===== src/rtl/vector_operand_sequencer_if.sv =====
// Handshake bundle between the ID-stage decoder, the vector operand sequencer and EX.
// master is the sequencer side; slave is the decoder/EX/register-file side.
interface vector_operand_sequencer_if #(
    parameter int LANES = 8,
    parameter int REG_W = 4,
    parameter int VL_W  = 7,
    parameter int GRP_W = 3
);
    logic             issue_valid;
    logic             issue_ready;
    logic [VL_W-1:0]  issue_vl;
    logic [REG_W-1:0] issue_vsrc;
    logic [REG_W-1:0] issue_vdst;
    logic             issue_scalar;
    logic [REG_W-1:0] rf_rd_addr;
    logic [GRP_W-1:0] rf_rd_group;
    logic             mux_ctrl;
    logic [LANES-1:0] lane_mask;
    logic [REG_W-1:0] wb_addr;
    logic             ex_valid;
    logic             ex_ready;
    logic             ex_last;
    logic             busy;
    logic             done;

    modport master (
        input  issue_valid, issue_vl, issue_vsrc, issue_vdst, issue_scalar, ex_ready,
        output issue_ready, rf_rd_addr, rf_rd_group, mux_ctrl, lane_mask, wb_addr,
               ex_valid, ex_last, busy, done
    );

    modport slave (
        output issue_valid, issue_vl, issue_vsrc, issue_vdst, issue_scalar, ex_ready,
        input  issue_ready, rf_rd_addr, rf_rd_group, mux_ctrl, lane_mask, wb_addr,
               ex_valid, ex_last, busy, done
    );
endinterface


===== src/rtl/vector_operand_sequencer.sv =====
// Splits one vector instruction into LANES-wide groups and hands them to EX one per beat.
// Every output is decoded from registered state, so ex_ready/issue_valid never reach an output combinationally.
module vector_operand_sequencer #(
    parameter int LANES     = 8,
    parameter int MAX_ELEMS = 64,
    parameter int REG_W     = 4,
    parameter int VL_W      = 7,
    parameter int GRP_W     = 3
) (
    input logic clk,
    input logic rst,
    vector_operand_sequencer_if.master bus
);
    localparam int LG_W = $clog2(LANES);

    typedef enum logic [1:0] {IDLE, RUN, DONE} state_t;

    state_t           state_r, state_nxt;
    logic [REG_W-1:0] vsrc_r, vdst_r;
    logic             scalar_r;
    logic [GRP_W-1:0] group_r, last_grp_r;
    logic [LG_W-1:0]  rem_r;
    logic [VL_W-1:0]  vl_eff;
    logic             accept, beat, is_last;

    function automatic logic [VL_W-1:0] sat_vl(input logic [VL_W-1:0] vl);
        if (vl > VL_W'(MAX_ELEMS)) begin
            return VL_W'(MAX_ELEMS);
        end
        return vl;
    endfunction

    // A zero remainder means the last group is completely full.
    function automatic logic [LANES-1:0] tail_mask(input logic [LG_W-1:0] rem);
        logic [LANES-1:0] m;
        for (int i = 0; i < LANES; i++) begin
            m[i] = (rem == '0) || (i < int'(rem));
        end
        return m;
    endfunction

    assign vl_eff  = sat_vl(bus.issue_vl);
    assign accept  = (state_r == IDLE) && bus.issue_valid;
    assign beat    = (state_r == RUN) && bus.ex_ready;
    assign is_last = (group_r == last_grp_r);

    always_ff @(posedge clk) begin
        if (rst) begin
            state_r <= IDLE;
        end else begin
            state_r <= state_nxt;
        end
    end

    always_comb begin
        state_nxt = state_r;
        unique case (state_r)
            IDLE: if (bus.issue_valid) state_nxt = (vl_eff == '0) ? DONE : RUN;
            RUN:  if (bus.ex_ready && is_last) state_nxt = DONE;
            DONE: state_nxt = IDLE;
            default: state_nxt = IDLE;
        endcase
    end

    // Group counter stops at last_grp_r because the final beat leaves RUN instead of incrementing.
    always_ff @(posedge clk) begin
        if (rst) begin
            group_r <= '0;
        end else if (accept) begin
            group_r <= '0;
        end else if (beat && !is_last) begin
            group_r <= group_r + GRP_W'(1);
        end
    end

    always_ff @(posedge clk) begin
        if (accept) begin
            vsrc_r     <= bus.issue_vsrc;
            vdst_r     <= bus.issue_vdst;
            scalar_r   <= bus.issue_scalar;
            last_grp_r <= GRP_W'((vl_eff - VL_W'(1)) >> LG_W);
            rem_r      <= vl_eff[LG_W-1:0];
        end
    end

    always_comb begin
        bus.issue_ready = (state_r == IDLE);
        bus.busy        = (state_r != IDLE);
        bus.done        = (state_r == DONE);
        bus.ex_valid    = 1'b0;
        bus.ex_last     = 1'b0;
        bus.rf_rd_addr  = '0;
        bus.rf_rd_group = '0;
        bus.wb_addr     = '0;
        bus.mux_ctrl    = 1'b0;
        bus.lane_mask   = '0;
        if (state_r == RUN) begin
            bus.ex_valid    = 1'b1;
            bus.ex_last     = is_last;
            bus.rf_rd_addr  = vsrc_r;
            bus.rf_rd_group = group_r;
            bus.wb_addr     = vdst_r;
            bus.mux_ctrl    = scalar_r;
            bus.lane_mask   = is_last ? tail_mask(rem_r) : '1;
        end
    end
endmodule


===== src/flat_wrapper.sv =====
// flat-port wrapper written by rule: the top's interface ports become plain ports
module vector_operand_sequencer_flat 
#(
    parameter int LANES     = 8,
    parameter int MAX_ELEMS = 64,
    parameter int REG_W     = 4,
    parameter int VL_W      = 7,
    parameter int GRP_W     = 3
)
  (clk, rst, bus_issue_valid, bus_issue_vl, bus_issue_vsrc, bus_issue_vdst, bus_issue_scalar, bus_ex_ready, bus_issue_ready, bus_rf_rd_addr, bus_rf_rd_group, bus_mux_ctrl, bus_lane_mask, bus_wb_addr, bus_ex_valid, bus_ex_last, bus_busy, bus_done);
  vector_operand_sequencer_if #(.LANES(LANES), .REG_W(REG_W), .VL_W(VL_W), .GRP_W(GRP_W)) bus_i ();
  input logic clk;
  input logic rst;
  input wire logic [$bits(bus_i.issue_valid)-1:0] bus_issue_valid;
  input wire logic [$bits(bus_i.issue_vl)-1:0] bus_issue_vl;
  input wire logic [$bits(bus_i.issue_vsrc)-1:0] bus_issue_vsrc;
  input wire logic [$bits(bus_i.issue_vdst)-1:0] bus_issue_vdst;
  input wire logic [$bits(bus_i.issue_scalar)-1:0] bus_issue_scalar;
  input wire logic [$bits(bus_i.ex_ready)-1:0] bus_ex_ready;
  output wire logic [$bits(bus_i.issue_ready)-1:0] bus_issue_ready;
  output wire logic [$bits(bus_i.rf_rd_addr)-1:0] bus_rf_rd_addr;
  output wire logic [$bits(bus_i.rf_rd_group)-1:0] bus_rf_rd_group;
  output wire logic [$bits(bus_i.mux_ctrl)-1:0] bus_mux_ctrl;
  output wire logic [$bits(bus_i.lane_mask)-1:0] bus_lane_mask;
  output wire logic [$bits(bus_i.wb_addr)-1:0] bus_wb_addr;
  output wire logic [$bits(bus_i.ex_valid)-1:0] bus_ex_valid;
  output wire logic [$bits(bus_i.ex_last)-1:0] bus_ex_last;
  output wire logic [$bits(bus_i.busy)-1:0] bus_busy;
  output wire logic [$bits(bus_i.done)-1:0] bus_done;
  assign bus_i.issue_valid = bus_issue_valid;
  assign bus_i.issue_vl = bus_issue_vl;
  assign bus_i.issue_vsrc = bus_issue_vsrc;
  assign bus_i.issue_vdst = bus_issue_vdst;
  assign bus_i.issue_scalar = bus_issue_scalar;
  assign bus_i.ex_ready = bus_ex_ready;
  assign bus_issue_ready = bus_i.issue_ready;
  assign bus_rf_rd_addr = bus_i.rf_rd_addr;
  assign bus_rf_rd_group = bus_i.rf_rd_group;
  assign bus_mux_ctrl = bus_i.mux_ctrl;
  assign bus_lane_mask = bus_i.lane_mask;
  assign bus_wb_addr = bus_i.wb_addr;
  assign bus_ex_valid = bus_i.ex_valid;
  assign bus_ex_last = bus_i.ex_last;
  assign bus_busy = bus_i.busy;
  assign bus_done = bus_i.done;
  vector_operand_sequencer #(.LANES(LANES), .MAX_ELEMS(MAX_ELEMS), .REG_W(REG_W), .VL_W(VL_W), .GRP_W(GRP_W)) u_core (.clk(clk), .rst(rst), .bus(bus_i));
endmodule

===== config.mk =====
export PLATFORM = sky130hd
export DESIGN_NAME = vector_operand_sequencer_flat
export DESIGN_NICKNAME = d
export VERILOG_FILES = /design/src/rtl/vector_operand_sequencer_if.sv /design/src/rtl/vector_operand_sequencer.sv /design/src/flat_wrapper.sv
export SDC_FILE = /design/constraint.sdc
export NUM_CORES = 1
export LEC_CHECK = 0
export BUFFER_PORTS_ARGS = -buffer_cell sky130_fd_sc_hd__buf_4
export CELL_PAD_IN_SITES_DETAIL_PLACEMENT = 1
export CELL_PAD_IN_SITES_GLOBAL_PLACEMENT = 1
export CORE_UTILIZATION = 31
export CTS_CLUSTER_SIZE = 12
export DETAILED_ROUTE_END_ITERATION = 10
export PLACE_DENSITY_LB_ADDON = 0.2
export SLEW_MARGIN = 10
export SYNTH_ARGS = -nofsm -noshare
export SYNTH_HDL_FRONTEND = slang
export SYNTH_SLANG_ARGS = --single-unit

===== constraint.sdc =====
create_clock -name clk -period 1.5 [get_ports clk]
set_input_delay 0.3 -clock clk [delete_from_list [all_inputs] [get_ports clk]]
set_output_delay 0.3 -clock clk [all_outputs]
set_load 0.005 [all_outputs]

==> flow_summary.json <==
{
  "status": "complete, but fails checks",
  "violations": "negative setup slack",
  "slew_headroom_pct": 78.2,
  "required_ns": 1.20,
  "r2r_start": "u_core.last_grp_r[1]",
  "cts_buffers": 3,
  "first_iter_violations": 19,
  "vias": 1055,
  "ctsHoldBuffers": 0,
  "ys_seq_area_share_pct": 52.9,
  "hold_violations": 0,
  "drive_gt1_share_pct": 70.1,
  "synth.area.top_cells": "edfxtp_1, dfxtp_1, and2_1",
  "wl_mm": 3.67,
  "synth_fa_ha_area_share_pct": 1.20,
  "hpwl_mm": 2.25,
  "crit_fanout": 2,
  "ir_worst_vdd_mv": 0.410,
  "rows": 20,
  "dp_slack_ns": -0.128,
  "fp.dieH_um": 60.0,
  "synthMuxAreaShare_pct": 2.88,
  "busiest_layer": "met2",
  "use_met3_pct": 0.649,
  "timing.final.ws_setup_ns": -0.432,
  "cts_htree_levels": 1,
  "r2r_cells": 5,
  "drv_cap": 0,
  "coreArea_um2": 3130,
  "antennaDiodeCount": 0,
  "placed_area_um2": 1590,
  "max_freq_ghz": 0.518,
  "grt_pass1_vias": 1047,
  "yosys_warnings": 0,
  "power_density_nw_per_um2": 840,
  "ys_types": 33,
  "die_w_um": 60.0,
  "track_usage_pct": 19.2,
  "tightest_slew_ns": 0.325,
  "met2_usage_pct": 36.3,
  "clkTransAtPathRegs_ns": 0.12,
  "synth_top_area_cell": "edfxtp_1",
  "crit_path_end_kind": "output pin",
  "final_area_um2": 1970,
  "die_area_um2": 3590,
  "synthCells": 93,
  "synth-compound-area-share_pct": 13.1,
  "cts_root_buf": "clkbuf_4",
  "min_path_cells": 1,
  "io_pins": 45,
  "fin_crit_ns": 1.93,
  "gp_congestion": 0.770,
  "cts.path.max_buffers": 2,
  "netlist_area_um2": 1040,
  "rr_endpoint": "u_core.group_r[0]",
  "ant_nets": 0,
  "critical_path.startpoint_type": "flop",
  "synth_fp_nets": 114,
  "hold_start": "bus_issue_vdst[0]",
  "reg2reg_slack_ns": -0.01,
  "power.leakage_nw": 0.828,
  "ys_ff_latch": 20,
  "cts_tree": "done",
  "clk_latency_ns": 0.31,
  "setup.worst_path.class": "flop to output pin",
  "syn_to_final_growth_pct": 89.1,
  "hold_path_class": "primary input to flop",
  "fin_crit_sh_pct": 129,
  "yosysTopAreaCellShare_pct": 43.3,
  "min_to": "u_core.vdst_r[0]",
  "io_buffers": 44,
  "wl_per_cell_um": 17.4,
  "synth_xor_area_share_pct": 3.37,
  "tns_ns": -4.01,
  "drc": 0,
  "final_nets": 189,
  "synth_top_family_by_area": "simple AND/OR/NAND/NOR gates",
  "avgSynthCellArea_um2": 11.2,
  "fillCellCount": 325,
  "rsz0062_at_grt": "true",
  "crit_arrival_ns": 1.63,
  "slew_viol_final": 0,
  "antenna_found_initial": 0,
  "dr.pass1.iters": 4,
  "report.final.setup_viol": 22,
  "clock_skew_ns": 0.00171,
  "synth_simple_gate_area_share_pct": 23.1,
  "grt_max_degree": 14,
  "avgViaCountPerCell": 5.00,
  "clock_sinks": 20,
  "start_util_pct": 33.3,
  "grt_pass1_wl_mm": 5.00,
  "p_total_w": 0.00165,
  "met1_usage_pct": 23.0,
  "overflow": 0
}
[cells in the final DEF, fill, tap and decap left out, types with 2 or more instances in the layout]
cell	Yosys	final
buf_4	0	47
buf_6	0	25
edfxtp_1	15	15
and2_4	0	13
nand3_1	5	5
inv_1	6	3
nor2b_1	3	3
or3_4	1	3
a31oi_1	5	3
clkbuf_4	0	3
dfxtp_1	5	3
xnor2_2	0	2
a41oi_2	0	2
a31o_2	2	2
nor4_1	2	2
or3_1	4	2
o21ai_0	2	2
mux2i_1	3	2
dfxtp_4	0	2
[flip-flops by register name (all words and copies together) (netlist names)]
name and cells:
u_core.rem_r 3, u_core.state_r 2, u_core.vdst_r 4, u_core.last_grp_r 3, u_core.group_r 3, u_core.vsrc_r 4, u_core.scalar_r 1
[layer usage]
layer  part of all wire (%)  up-vias
met2                     57       29
met5                      0        -
met1                     39      526
li1                       -      495
met3                    2.0        5
met4                    1.4        0
[cell type report]
cell class	instances	area (um2)	share of cell area, %
clock buffer	3	22.5	1.14
clock inverter	1	30.0	1.53
inverter	6	31.3	1.59
multi-input combinational	64	617	31.3
sequential	20	558	28.4
tap	44	55.1	2.80
timing repair buffer	73	654	33.2
[kinds of logic (layout without fill, tap and decap cells)]
logic type / Yosys count / count (layout)
AOI/OAI and AO/OA: 18 / 18
xor gates and xnor gates: 4 / 4
adders and majority gates: 1 / 1
buffers and inverters: 9 / 83
DFF: 20 / 20
muxes: 3 / 3
and+or+nand+nor: 38 / 38
[stage by stage]
step	utilization, %	hold WS [ns]	std cells
2_1_floorplan	-	0.379	93
3_3_place_gp	51.0	0.479	200
3_5_place_dp	51.0	0.480	200
4_1_cts	58.2	0.137	209
5_1_grt	62.9	0.134	211
6_report	62.9	0.151	211
[report_power, final]
part | leakage (nW) | internal [W] | switching (W)
sequential | 0.184 | 0.000640 | 0.0000265
clock | 0.0279 | 0.000270 | 0.000186
combinational | 0.616 | 0.000312 | 0.000218
[repair_timing]
item | in CTS | in global routing
cloned | 0 | 1
resized for setup | 35 | 30
buffers inserted | 5 | 2
setup endpoints to repair | 29 | 27
pin swaps | 9 | 11
[worst max-delay path by stage]
stage,end,cells after the start,from
finish,bus_lane_mask[4],4,u_core.rem_r[1]
global route,bus_lane_mask[4],4,u_core.rem_r[0]
CTS,bus_lane_mask[5],4,u_core.rem_r[1]
detailed placement,u_core.group_r[2],5,bus_issue_valid
global placement,u_core.rem_r[1],4,bus_issue_vl[0]
floorplan,bus_lane_mask[5],3,u_core.rem_r[0]
[synthesized netlist by cell type]
cell	number
a21boi_2	1
a21oi_1	1
a311oi_1	1
a31o_2	2
a31oi_1	5
a41oi_1	3
and2_1	13
and3_1	1
buf_2	2
clkbuf_1	1
dfxtp_1	5
edfxtp_1	15
ha_1	1
inv_1	6
mux2i_1	3
nand2b_1	2
nand3_1	5
nand3b_1	1
nand4b_1	1
nor2_1	1
nor2b_1	3
nor3_1	1
nor4_1	2
o21a_1	1
o21ai_0	2
o21ba_2	1
o31a_1	1
or2_2	1
or3_1	4
or3_4	1
or3b_2	1
or4_1	1
xnor2_1	4
[critical path: stages, from the launching register on]
cell and delay [ns]:
edfxtp_1 0.44, or3_4 0.41, buf_4 0.15, a31oi_1 0.16, buf_4 0.15
(Power assumes the default switching activity.)
